===== src/rtl/wr_mux_rr_pkg.sv =====
// Shared types and helpers for the round-robin write-request multiplexer.
package wr_mux_rr_pkg;

  localparam int unsigned DW = 64;

  typedef enum logic {
    S_IDLE  = 1'b0,
    S_BURST = 1'b1
  } state_t;

  function automatic int unsigned clog2(input int unsigned n);
    int unsigned r;
    r = 0;
    while ((32'd1 << r) < n) begin
      r = r + 1;
    end
    return r;
  endfunction

  // Channel index width; at least one bit so NCH=1 still has a legal vector.
  function automatic int unsigned chan_w(input int unsigned n);
    return (n < 2) ? 1 : clog2(n);
  endfunction

endpackage


===== src/rtl/wr_mux_rr_arbiter.sv =====
// Combinational round-robin pick: first requester after ptr, wrapping, one-hot result.
module rr_arbiter #(
  parameter int unsigned N = 4,
  parameter int unsigned W = 2
) (
  input  logic [N-1:0] req,
  input  logic [W-1:0] ptr,
  output logic [N-1:0] gnt
);

  logic         found;
  logic [W-1:0] idx;

  always_comb begin
    gnt   = '0;
    found = 1'b0;
    idx   = '0;
    for (int unsigned k = 1; k <= N; k++) begin
      idx = W'((32'(ptr) + k) % N);
      if (!found && req[idx]) begin
        gnt[idx] = 1'b1;
        found    = 1'b1;
      end
    end
  end

endmodule


===== src/rtl/wr_mux_rr.sv =====
// N-channel burst-granular round-robin write mux with registered output slice,
// per-burst beat counting and a sticky length-error flag.
import wr_mux_rr_pkg::*;

module wr_mux_rr #(
  parameter int unsigned NCH       = 4,
  parameter int unsigned BURST_LEN = 16,
  parameter int unsigned AMIN      = 3
) (
  input  logic              clock,
  input  logic              reset_n,
  input  logic [NCH-1:0]    wri_valid,
  output logic [NCH-1:0]    wri_ready,
  input  logic [NCH-1:0]    wri_last,
  input  logic [NCH*DW-1:0] wri_addr,
  input  logic [NCH*DW-1:0] wri_data,
  output logic              wro_valid,
  input  logic              wro_ready,
  output logic [DW-1:0]     wro_addr,
  output logic [DW-1:0]     wro_data,
  output logic              wro_last,
  output logic [2:0]        wro_chan,
  output logic              err_len
);

  localparam int unsigned CW    = chan_w(NCH);
  localparam logic [6:0]  BL    = 7'(BURST_LEN);
  localparam logic [63:0] AMASK = ~((64'd1 << AMIN) - 64'd1);

  state_t        state, state_n;
  logic [CW-1:0] gnt, ptr, arb_idx;
  logic [NCH-1:0] arb_oh;
  logic [6:0]    cnt, cnt_inc;
  logic [DW-1:0] sel_addr, sel_data;
  logic          accept, sel_last, beat_last, len_bad;

  rr_arbiter #(.N(NCH), .W(CW)) u_arb (
    .req (wri_valid),
    .ptr (ptr),
    .gnt (arb_oh)
  );

  always_comb begin
    arb_idx = '0;
    for (int unsigned i = 0; i < NCH; i++) begin
      if (arb_oh[i]) arb_idx = CW'(i);
    end
  end

  always_comb begin
    sel_addr = '0;
    sel_data = '0;
    for (int unsigned i = 0; i < NCH; i++) begin
      if (gnt == CW'(i)) begin
        sel_addr = wri_addr[DW*i +: DW];
        sel_data = wri_data[DW*i +: DW];
      end
    end
  end

  // Ready is gated by reset_n so nothing is accepted in a synchronous reset cycle.
  always_comb begin
    wri_ready = '0;
    for (int unsigned i = 0; i < NCH; i++) begin
      wri_ready[i] = reset_n && (state == S_BURST) && (gnt == CW'(i)) &&
                     (!wro_valid || wro_ready);
    end
  end

  // wri_ready is one-hot on the granted channel, so masking selects its last bit.
  always_comb begin
    cnt_inc   = cnt + 7'd1;
    accept    = |(wri_valid & wri_ready);
    sel_last  = |(wri_last & wri_ready);
    beat_last = sel_last || (cnt_inc == BL);
    len_bad   = sel_last != (cnt_inc == BL);
  end

  always_comb begin
    state_n = state;
    case (state)
      S_IDLE:  if (|wri_valid) state_n = S_BURST;
      S_BURST: if (accept && beat_last) state_n = S_IDLE;
      default: state_n = S_IDLE;
    endcase
  end

  always_ff @(posedge clock) begin
    if (!reset_n) begin
      state     <= S_IDLE;
      gnt       <= '0;
      ptr       <= CW'(NCH - 1);
      cnt       <= '0;
      wro_valid <= 1'b0;
      wro_addr  <= '0;
      wro_data  <= '0;
      wro_last  <= 1'b0;
      wro_chan  <= '0;
      err_len   <= 1'b0;
    end else begin
      state <= state_n;
      if (state == S_IDLE && |wri_valid) begin
        gnt <= arb_idx;
        ptr <= arb_idx;
        cnt <= '0;
      end
      if (accept) begin
        wro_valid <= 1'b1;
        wro_data  <= sel_data;
        wro_last  <= beat_last;
        cnt       <= cnt_inc;
        if (cnt == '0) begin
          wro_addr <= sel_addr & AMASK;
          wro_chan <= 3'(gnt);
        end
        if (len_bad) err_len <= 1'b1;
      end else if (wro_ready) begin
        wro_valid <= 1'b0;
      end
    end
  end

endmodule

===== config.mk =====
export PLATFORM = sky130hd
export DESIGN_NAME = wr_mux_rr
export DESIGN_NICKNAME = d
export VERILOG_FILES = /design/src/rtl/wr_mux_rr_pkg.sv /design/src/rtl/wr_mux_rr_arbiter.sv /design/src/rtl/wr_mux_rr.sv
export SDC_FILE = /design/constraint.sdc
export NUM_CORES = 1
export LEC_CHECK = 0
export ABC_AREA = 1
export CORE_AREA = 2 2 255 257
export CTS_CLUSTER_DIAMETER = 40
export CTS_CLUSTER_SIZE = 16
export DETAILED_ROUTE_END_ITERATION = 16
export DIE_AREA = 0 0 257 259
export HOLD_SLACK_MARGIN = 0.06
export RECOVER_POWER = 25
export SETUP_SLACK_MARGIN = 0.3
export SYNTH_ARGS = -nofsm -noshare
export SYNTH_HDL_FRONTEND = slang
export SYNTH_SLANG_ARGS = --single-unit
export TNS_END_PERCENT = 100

===== constraint.sdc =====
create_clock -name clock -period 4.24 [get_ports clock]
set_input_delay 1.06 -clock clock [delete_from_list [all_inputs] [get_ports clock]]
set_output_delay 1.06 -clock clock [all_outputs]
set_load 0.005 [all_outputs]

After elaboration in Yosys (flattened, before gate mapping)
Cells that the tools add are included.
Operators by class
  add/sub/neg operators: 5
  magnitude comparators: 8
  eq/ne operators: 5
  multiplexer cells: 41
  bitwise logic cells: 6
  reduce and logical (&&, ||, !) cells: 33
Operators with widths (number)
  $mux W64: 8
  $logic_and A1 B1 Y1: 18
  $mux W1: 16
  $mux W4: 4
  $mux W7: 2
  $lt A2 B3 Y1 const B: 4
  $or A4 B4 Y4: 3
  $reduce_or A4 Y1: 3
  $and A4 B4 Y4: 2
  $bmux W1 S2: 4
  $demux W1 S2: 4
  $ge A2 B1 Y1 const B: 4
  $add A7 B1 Y7 const B: 1
  $eq A7 B5 Y1 const B: 1
  $logic_not A7 Y1: 1
  $add A2 B1 Y2 const B: 2
  $add A2 B2 Y2 const B: 2
  $eq A2 B2 Y1 const B: 2
  $logic_not A1 Y1: 4
  $mux W2: 2
  $reduce_and A2 Y1: 2
  $reduce_bool A2 Y1: 2
  $eq A2 B1 Y1 const B: 1
  $logic_not A2 Y1: 1
  other kinds (4): 5
Word-level totals
  flip-flop bits (word level): 142
  input bits: 523
  output and inout port bits: 138
  logic and storage cells: 108

Longest topological paths before layout
Gate-level depths: netlist (run 1).
  depth after elaboration: 16
  mapped depth: 14
  mapped depth without buffers: 14

Hierarchy
A second synthesis (run 1) with hierarchy kept.
Second synthesis, totals
  cell total of the unflattened synthesis: 1519
  area, all modules: 9016.1 sq um
By module, submodules not included
  wr_mux_rr: times used 1, cells an instance 1444, area each 8594.5 sq um, sequential area each 2842.7 sq um
  rr_arbiter: times used 1, cells an instance 75, area each 421.7 sq um, sequential area each 0.0 sq um

Worst setup path before layout (run 1)
OpenSTA, ideal clock, no wires.
  kind: input -> output
  start: in reset_n
  end: out wri_ready[1]
  data arrival time: 1.501 ns
  path slack: 1.679 ns
  stages on the path: 4
  buffers on the path: 0
  cell sequence: nand2_1 -> nor2_1 -> inv_1 -> nor2_1
Between the ends
  cells in the longest elaborated chain, start to end: 3
Ends and longest elaborated chain
  start, declared: RTL line wr_mux_rr.sv:11  | input logic reset_n,
  $logic_and A1 B1 Y1 (3 in series): RTL line wr_mux_rr.sv:65  | wri_ready[i] = reset_n && (state == S_BURST) && (gnt == CW'(i)) &&
  end, declared: RTL line wr_mux_rr.sv:13  | output logic [NCH-1:0] wri_ready,
Every way passes these cells.

Final worst setup path (run 1)
  start: in wro_ready
  end: out wri_ready[1]
Between the ends
  cells in the longest elaborated chain, start to end: 2
Ends and longest elaborated chain
  start, declared: RTL line wr_mux_rr.sv:18  | input logic wro_ready,
  $logic_or A1 B1 Y1: RTL line wr_mux_rr.sv:66  | (!wro_valid || wro_ready);
  $logic_and A1 B1 Y1: RTL line wr_mux_rr.sv:65
Every way passes these cells.

==> flow_metrics.tcl, run 1 <==
set metrics [dict create \
    status "completed" \
    r2r-end "wro_data[52]$_SDFFE_PN0P_" \
    routed_via_density 4.104 \
    die_h_um 259 \
    max-cap-violations 0 \
    period_share_pct 84.77 \
    worst_slack_ps 645.9 \
    max_freq_mhz 278.2 \
    ctsResizeCount 0 \
    ys_warn_count 0 \
    post_drt_wl_per_cell_um 17.80 \
    synth_seq_cells 142 \
    postCtsSetupBuffers 0 \
    dr_total_vias 11160 \
    required_ps 3180 \
    cp.arrival_ps 2530 \
    clock_skew_ps 11.16 \
    avgSynthCellArea_um2 6.523 \
    routabilityCongestion 0.8543 \
    synth_top_area_cell "dfxtp_1" \
    fin_crit_ps 3594 \
    cts_hold_buf 0 \
    irDropWorstVdd_v 0.0003394 \
    power_density_nw_per_um2 425.1 \
    drv_slew 0 \
    cp-endpoint "wri_ready[1]" \
    worstHoldPathType "reg2reg" \
    drive_gt1_share_pct 3.497 \
    yosysSeqAreaShare_pct 34.32 \
    yosys-top-cells-count "nand2_1 (356), dfxtp_1 (142), nor2_1 (131)" \
    grt_remaining_overflow 0 \
    place_inst 2682 \
    portBuffers 644 \
    cts_tree "done" \
    post-dp-hpwl_mm 37.67 \
    ios 661 \
    core_um2 63880 \
    ys_async_sr_fraction_pct 0 \
    reg2reg_from "gnt[1]$_SDFFE_PN0P_" \
    insertion_delay_ps 470 \
    synthDominantCellAreaShare_pct 34.32 \
    synth_cell_types 35 \
    rows 93 \
    grt_max_degree 126 \
    slew_headroom_pct 47.32 \
    antenna_found_initial 4 \
    grtUsageTotal_pct 14.10 \
    synth_area_leaders "dfxtp_1 (34%), nand2_1 (16%), a221oi_1 (9.1%)" \
    rsz0062_at_grt "false" \
    start_kind "input pin" \
    dr.pass1.iters 5 \
    place_area_um2 15560 \
    regToRegSetupSlack_ps 1490 \
    finalNonFillerCells 2718 \
    ant_nets 0 \
    final_cell_area_um2 16180 \
    nFillCells 7017 \
    crit_start "wro_ready" \
    die-area_um2 66560 \
    path_max_fanout 3 \
    cts_root_buf "clkbuf_16" \
    initialDrtViolationCount 522 \
    clkTransAtPathRegs_ps 60 \
    finalWirelength_mm 48.38 \
    htree_levels 4 \
    worstMarginPinSlew_ps 790.2 \
    area_growth_pct 95.32 \
    grt_pass1_wl_mm 69.75 \
    synth_flop_cell "dfxtp_1" \
    hold_viol 0 \
    numCtsBuffers 17 \
    numClockSinks 142 \
    crit_type "in2out" \
    start_util_pct 12.97 \
    leakage_uw 0.006177 \
    tns_ps 0 \
    die_w_um 257 \
    reg2reg_depth 10 \
    holdWs_ps 456.0 \
    clk_path_buf_depth 2 \
    dpl_worst_slack_ps 647.0 \
    synth_edf_count 0 \
    yosysMostFrequentCell "nand2_1" \
    syn-cell-area_um2 8284 \
    drc_errors 0 \
    synthCells 1270 \
    grt_pass1_vias 10950 \
    cp-end-kind "output pin" \
    layout.nets 2379 \
    setup_viol 0 \
]
[critical path, cell delays in order]
cell and delay [ps]:
clkdlybuf4s50_1 450, nor2_1 70, nor2_1 160, inv_1 50, nor2_1 200, clkdlybuf4s50_1 540
[cell type report]
cell class                 count  area, um2  area share (%)
sequential                   142       2846           17.59
clock buffer                  17      425.4           2.629
antenna                        4      10.01         0.06186
inverter                      70      267.8           1.655
tap                          855       1070           6.612
clock inverter                15      183.9           1.137
multi-input combinational    953       4723           29.19
timing repair buffer         662       6654           41.12
[where the power goes]
part,internal (uW),switching (uW)
registers,1580,174
logic,1510,2010
clock network,932,675
[flip-flops by register name (all words and copies together) (netlist names)]
signal     count
err_len        1
wro_addr      61
ptr            2
wro_chan       2
wro_valid      1
state          1
wro_data      64
gnt            2
wro_last       1
cnt            7
[worst min-delay path by stage]
stage | startpoint | depth (start not counted) | endpoint | slack [ps]
floorplan | wro_addr[10]$_SDFFE_PN0P_ | 2 | wro_addr[10]$_SDFFE_PN0P_ | 460
global placement | wro_addr[17]$_SDFFE_PN0P_ | 2 | wro_addr[17]$_SDFFE_PN0P_ | 450
detailed placement | wro_addr[19]$_SDFFE_PN0P_ | 2 | wro_addr[19]$_SDFFE_PN0P_ | 450
CTS | wro_addr[37]$_SDFFE_PN0P_ | 2 | wro_addr[37]$_SDFFE_PN0P_ | 460
global route | wro_addr[21]$_SDFFE_PN0P_ | 2 | wro_addr[21]$_SDFFE_PN0P_ | 470
finish | wro_addr[21]$_SDFFE_PN0P_ | 2 | wro_addr[21]$_SDFFE_PN0P_ | 460
[cell families (layout without fill, tap and decap cells)]
kind of cell	after synthesis	in the layout	share of synthesized area (%)
AOI/OAI and AO/OA	318	318	23.94
and+or+nand+nor	618	618	30.96
xor gates and xnor gates	3	3	0.3172
adders and majority gates	10	10	1.510
DFF	142	142	34.32
buffers and inverters	178	764	8.911
other	1	8	0.04527
[routing by layer]
layer	vias up	global-route usage [%]	part of all wire (%)	wire [um]
li1	5554	-	-	-
met1	5073	16.05	40	19400
met2	467	23.37	47	22970
met3	57	4.716	8.2	3954
met4	4	7.494	4.2	2032
met5	-	0	0.048	23
[metrics by stage]
| stage | power [uW] | utilization (%) |
|---|---|---|
| 3_5_place_dp | 5400 | 24.36 |
| 2_1_floorplan | 3545 | - |
| 3_3_place_gp | 5401 | 24.36 |
| 6_report | 6878 | 25.33 |
| 4_1_cts | 7075 | 25.31 |
| 5_1_grt | 7380 | 25.32 |
[cells in the final DEF, fill, tap and decap left out, types with 6 or more instances in the layout]
| master | n |
|---|---|
| ha_1 | 10 |
| nand2_1 | 356 |
| dfxtp_1 | 141 |
| o21ai_1 | 22 |
| clkbuf_16 | 17 |
| nand3_1 | 80 |
| nand4_1 | 40 |
| clkdlybuf4s50_1 | 574 |
| dlygate4sd3_1 | 69 |
| inv_1 | 65 |
| buf_4 | 13 |
| buf_12 | 6 |
| a31oi_1 | 46 |
| a21oi_1 | 91 |
| a221oi_1 | 86 |
| o21ai_0 | 68 |
| nor2_1 | 130 |
No activity file was read; power rests on OpenSTA's default activity.
==> inputs of run 2 (changes only) <==
==> constraint.sdc (replaced) <==
create_clock -name clock -period 3.01 [get_ports clock]
set_input_delay 0.7525 -clock clock [delete_from_list [all_inputs] [get_ports clock]]
set_output_delay 0.7525 -clock clock [all_outputs]
set_load 0.005 [all_outputs]
==> run 2 against run 1 <==
Net effect: wire length increased by 0.95%; first-iteration DRC count increased by 5.9%; critical endpoint is now wri_ready[2]; die area unchanged; critical path depth decreased by 1; global-route usage about the same; final cell count increased by 0.55%; worst setup slack got worse by 240 ps.
==> flow_metrics.tcl, run 2 (same netlist as run 1, synthesis figures left out) <==
set metrics [dict create \
    nFillCells 7004 \
    routabilityCongestion 0.8820 \
    setup_viol 0 \
    numClockSinks 142 \
    numCtsBuffers 17 \
    grt_use_met3_pct 4.833 \
    drc_errors 0 \
    largest_reg_flops 64 \
    irDropWorstVdd_v 0.0004054 \
    gr-usage-met1_pct 16.18 \
    crit_type "reg2out" \
    clkTransAtPathRegs_ps 60 \
    largestRegisters "wro_data: 64 flops, wro_addr: 61 flops, cnt: 7 flops" \
    dr_total_vias 11320 \
    regMostFlops "wro_data" \
    tns_ps 0 \
    max-cap-violations 0 \
    insertion_delay_ps 470 \
    cts_root_buf "clkbuf_16" \
    rows 93 \
    die_w_um 257 \
    grt.busiest_layer "met2" \
    dr.pass1.iters 5 \
    leakage_uw 0.006224 \
    clk_path_buf_depth 2 \
    path_max_fanout 5 \
    met2_usage_pct 23.91 \
    ios 661 \
    ant_nets 0 \
    fin_crit_ps 2605 \
    power_density_nw_per_um2 605.5 \
    grtUsageTotal_pct 14.11 \
    antenna_found_initial 4 \
    grt_pass1_vias 11080 \
    start_util_pct 12.97 \
    regToRegSetupSlack_ps 450 \
    layout_common_cells "clkdlybuf4s50_1 (593), nand2_1 (356), dfxtp_1 (140)" \
    seq_power_share_pct 24.8 \
    r2r-end "wro_addr[30]$_SDFFE_PN0P_" \
    htree_levels 4 \
    die_h_um 259 \
    drv_slew 0 \
    max_freq_mhz 383.8 \
    multiInputGateArea_um2 4722 \
    period_share_pct 86.56 \
    cts_hold_buf 0 \
    worstMarginPinSlew_ps 792.1 \
    cp.arrival_ps 1850 \
    cp-end-kind "output pin" \
    combPwrFrac_pct 51.4 \
    grt_pass1_wl_mm 70.06 \
    finalWirelength_mm 48.84 \
    start_kind "flip-flop" \
    status "completed" \
    reg2reg_depth 8 \
    grt_max_degree 112 \
    post_drt_wl_per_cell_um 17.87 \
    hold_viol 0 \
    initialDrtViolationCount 553 \
    worstHoldStart "wro_addr[17]$_SDFFE_PN0P_" \
    core_um2 63880 \
    drive_gt1_share_pct 4.264 \
    swShare_pct 41.03 \
    hold-path-endpoint "wro_addr[17]$_SDFFE_PN0P_" \
    min_path_cells 2 \
    slew_headroom_pct 47.19 \
    utilization_pct 25.56 \
    post-dp-hpwl_mm 38.69 \
    clock_skew_ps 8.606 \
    cts_tree "done" \
    die-area_um2 66560 \
    final_cell_area_um2 16330 \
    required_ps 2260 \
    rsz0062_at_grt "false" \
    switching_power_uw 4056 \
    place_area_um2 15700 \
    worstHoldPathType "reg2reg" \
    final_common_cell "clkdlybuf4s50_1" \
    clockPowerShare_pct 23.8 \
    layout.nets 2396 \
    area_growth_pct 97.07 \
    portBuffers 644 \
    reg2reg_from "gnt[1]$_SDFFE_PN0P_" \
    cellInternalPower_uw 5830 \
    routed_via_density 4.141 \
    seqCellArea_um2 2848 \
    grt_remaining_overflow 0 \
]
[run 2: cell count changes in the layout (fill, tap and decap cells not counted), sizes merged, moves of 4 or more]
cell | previous run | this run
dlygate4sd2 | 0 | 4
dlygate4sd3 | 69 | 45
clkdlybuf4s50 | 574 | 593
buf | 19 | 32
clkbuf | 17 | 21
[run 2: layer usage]
metal | vias to the layer above | routed length [um]
met4 | 2 | 1530
met5 | - | 13
met2 | 513 | 23560
li1 | 5570 | -
met1 | 5173 | 19730
met3 | 60 | 4011
[run 2: worst max path at each step]
stage / from / endpoint / cells after the start
global placement: wro_ready / err_len$_SDFFE_PN0P_ / 11
CTS: wro_ready / wri_ready[3] / 7
finish: gnt[1]$_SDFFE_PN0P_ / wri_ready[2] / 5
detailed placement: wro_ready / err_len$_SDFFE_PN0P_ / 11
global route: gnt[1]$_SDFFE_PN0P_ / wro_addr[30]$_SDFFE_PN0P_ / 8
floorplan: wro_ready / err_len$_SDFFE_PN0P_ / 9
[run 2: area by class of cell]
class,instances,share of cell area [%]
diodes,2,0.03066
clock buffers,17,2.606
clock inverters,15,1.272
inverters,70,1.640
multi-input cells,953,28.92
flip-flops and latches,142,17.44
well taps,855,6.553
repair buffers,679,41.53
[run 2: per-stage QoR]
step | hold slack, ps | total power (uW) | instances | worst slack (ps)
6_report | 456.1 | 9886 | 2733 | 404.7
5_1_grt | 473.8 | 10590 | 2733 | 273.4
4_1_cts | 463.4 | 10140 | 2731 | 257.7
3_5_place_dp | 453.1 | 7684 | 2697 | 66.61
3_3_place_gp | 447.4 | 7706 | 2697 | 71.91
2_1_floorplan | 457.3 | 4993 | 1273 | 905.9
[run 2: power groups by stage]
stage | sequential, uW | combinational [uW] | clock, uW
4_1_cts | 2460 | 5200 | 2470
6_report | 2450 | 5080 | 2350
2_1_floorplan | 2470 | 2520 | 0
5_1_grt | 2500 | 5560 | 2520
3_3_place_gp | 2490 | 5220 | 0
3_5_place_dp | 2500 | 5180 | 0
[run 2: repair_timing]
item | in CTS | in global routing
cloned | 0 | 0
pin swaps | 3 | 0
hold endpoints to repair | 0 | 0
setup buffers | 2 | 0
resized for setup | 5 | 6
setup endpoints to repair | 4 | 5
[run 2: worst max-delay path: stages (launching register included)]
cell	delay, ps
dfxtp_1	470
inv_1	210
nor2_1	260
nand2_1	120
inv_1	90
dlygate4sd2_1	240
==> inputs of run 3 (changes only) <==
--- a/config.mk
+++ b/config.mk
@@ -13,7 +13,9 @@
 export DIE_AREA = 0 0 257 259
 export HOLD_SLACK_MARGIN = 0.06
 export RECOVER_POWER = 25
+export REMOVE_ABC_BUFFERS = 1
 export SETUP_SLACK_MARGIN = 0.3
+export SLEW_MARGIN = 20
 export SYNTH_ARGS = -nofsm -noshare
 export SYNTH_HDL_FRONTEND = slang
 export SYNTH_SLANG_ARGS = --single-unit
==> run 3 against run 2 <==
Net effect: global-route usage shrank 1.1 points; fmax shrank 1.8%; power shrank 1.1%; hold slack lost 1.2 ps; sequential share of layout area shrank 0.099 points; critical path type is now in2out; critical endpoint is now wri_ready[0]; core utilization grew 0.14 points.
==> flow_metrics.tcl, run 3 (same netlist as run 1, synthesis figures left out) <==
set metrics [dict create \
    antenna_found_initial 2 \
    routabilityCongestion 0.8354 \
    start_util_pct 12.97 \
    cts_hold_buf 0 \
    die_h_um 259 \
    initialDrtViolationCount 501 \
    status "completed" \
    slew_headroom_pct 50.70 \
    rsz0062_at_grt "false" \
    largest_reg_flops 64 \
    final_common_cell "clkdlybuf4s50_1" \
    setup_viol 0 \
    path_max_fanout 2 \
    die-area_um2 66560 \
    grt_max_degree 126 \
    grt_pass1_vias 11000 \
    finalWirelength_mm 44.73 \
    fin_crit_ps 2652 \
    clk_path_buf_depth 2 \
    grt_pass1_wl_mm 66.03 \
    final_cell_area_um2 16410 \
    max-cap-violations 0 \
    routed_via_density 4.095 \
    irDropWorstVdd_v 0.0005349 \
    area_growth_pct 98.11 \
    nFillCells 6965 \
    clock_skew_ps 13.73 \
    cts_root_buf "clkbuf_16" \
    hold_viol 0 \
    power_density_nw_per_um2 595.5 \
    cp-end-kind "output pin" \
    place_area_um2 15740 \
    layout_common_cells "clkdlybuf4s50_1 (570), nand2_1 (356), dfxtp_1 (141)" \
    post_drt_wl_per_cell_um 16.34 \
    numClockSinks 142 \
    worstHoldPathType "reg2reg" \
    core_um2 63880 \
    tns_ps 0 \
    start_kind "input pin" \
    leakage_uw 0.006356 \
    htree_levels 4 \
    layout.nets 2401 \
    crit_type "in2out" \
    insertion_delay_ps 470 \
    ant_nets 0 \
    drc_errors 0 \
    ios 661 \
    numCtsBuffers 17 \
    regMostFlops "wro_data" \
    required_ps 2260 \
    rows 93 \
    drv_slew 0 \
    post-dp-hpwl_mm 34.00 \
    grtUsageTotal_pct 13.02 \
    max_freq_mhz 377.0 \
    largestRegisters "wro_data: 64 flops, wro_addr: 61 flops, cnt: 7 flops" \
    portBuffers 644 \
    die_w_um 257 \
    grt_remaining_overflow 0 \
    regToRegSetupSlack_ps 620 \
    cts_tree "done" \
    dr.pass1.iters 5 \
    dr_total_vias 11210 \
    cp.arrival_ps 1900 \
    clkTransAtPathRegs_ps 60 \
    period_share_pct 88.11 \
    worstMarginPinSlew_ps 739.6 \
    drive_gt1_share_pct 4.678 \
]
## run 3: cell types whose count changed in the layout (fill, tap and decap cells not counted), sizes merged
cell           previous run  this run
buf                      32        41
clkbuf                   21        20
clkdlybuf4s50           593       570
clkinv                    5         4
clkinvlp                  1         3
diode                     2         1
dlygate4sd2               4         2
dlygate4sd3              45        69
dlymetal6s2s              1         2
inv                      75        71
## run 3: cell type report
class	count	area (um2)	share of cell area, %
Tap cell	855	1070	6.518
Clock inverter	12	182.7	1.113
Sequential cell	142	2846	17.34
Clock buffer	20	467.9	2.851
Antenna cell	1	2.502	0.01525
Timing Repair Buffer	684	6847	41.72
Inverter	70	267.8	1.631
Multi-Input combinational cell	953	4728	28.81
## run 3: worst max-delay path, stage by stage
cell	delay, ps
clkdlybuf4s50_1	460
nor2_1	60
buf_4	140
nor4_2	200
dlygate4sd2_1	280
## run 3: per-layer routing
| layer | part of all wire (%) | GRT usage, % | up-vias |
|---|---|---|---|
| li1 | - | - | 5579 |
| met1 | 41 | 15.26 | 5096 |
| met2 | 48 | 21.86 | 464 |
| met3 | 6.7 | 3.427 | 69 |
| met4 | 3.9 | 6.718 | 0 |
| met5 | 0 | 0 | - |
## run 3: what timing repair did
| item | 4_1_cts | 5_1_grt |
|---|---|---|
| pin swaps | 0 | 1 |
| endpoints found under the setup margin | 4 | 3 |
| gates resized for setup | 3 | 3 |
| hold endpoints to repair | 0 | 0 |
| buffers inserted | 0 | 1 |
## run 3: path summary, 6_finish.rpt
kind                                           startpoint                   endpoint  cells past startpoint
worst max-delay path                            wro_ready               wri_ready[0]                      5
worst min-delay path            wro_addr[45]$_SDFFE_PN0P_  wro_addr[45]$_SDFFE_PN0P_                      2
worst max register to register        ptr[0]$_SDFFE_PN1P_        gnt[0]$_SDFFE_PN0P_                     14
worst min register to register  wro_addr[45]$_SDFFE_PN0P_  wro_addr[45]$_SDFFE_PN0P_                      2
## run 3: where the power goes
part	total (uW)	leakage [uW]	switching (uW)	internal [uW]
registers	2440	0.00116	216	2230
clock network	2390	0.000308	934	1460
logic	4930	0.00489	2740	2200
## run 3: per-stage QoR
stage               utilization (%)  setup WS [ps]  power (uW)  std cells  hold WS [ps]
global route                  25.69          302.9       10470       2737         471.6
detailed placement            24.65          66.03        7522       2703         451.6
global placement              24.65          77.47        7546       2703         446.2
floorplan                         -          -3463        4820       1165         457.4
CTS                           25.66          106.7       10020       2735         461.7
finish                        25.69          357.8        9773       2737         454.9
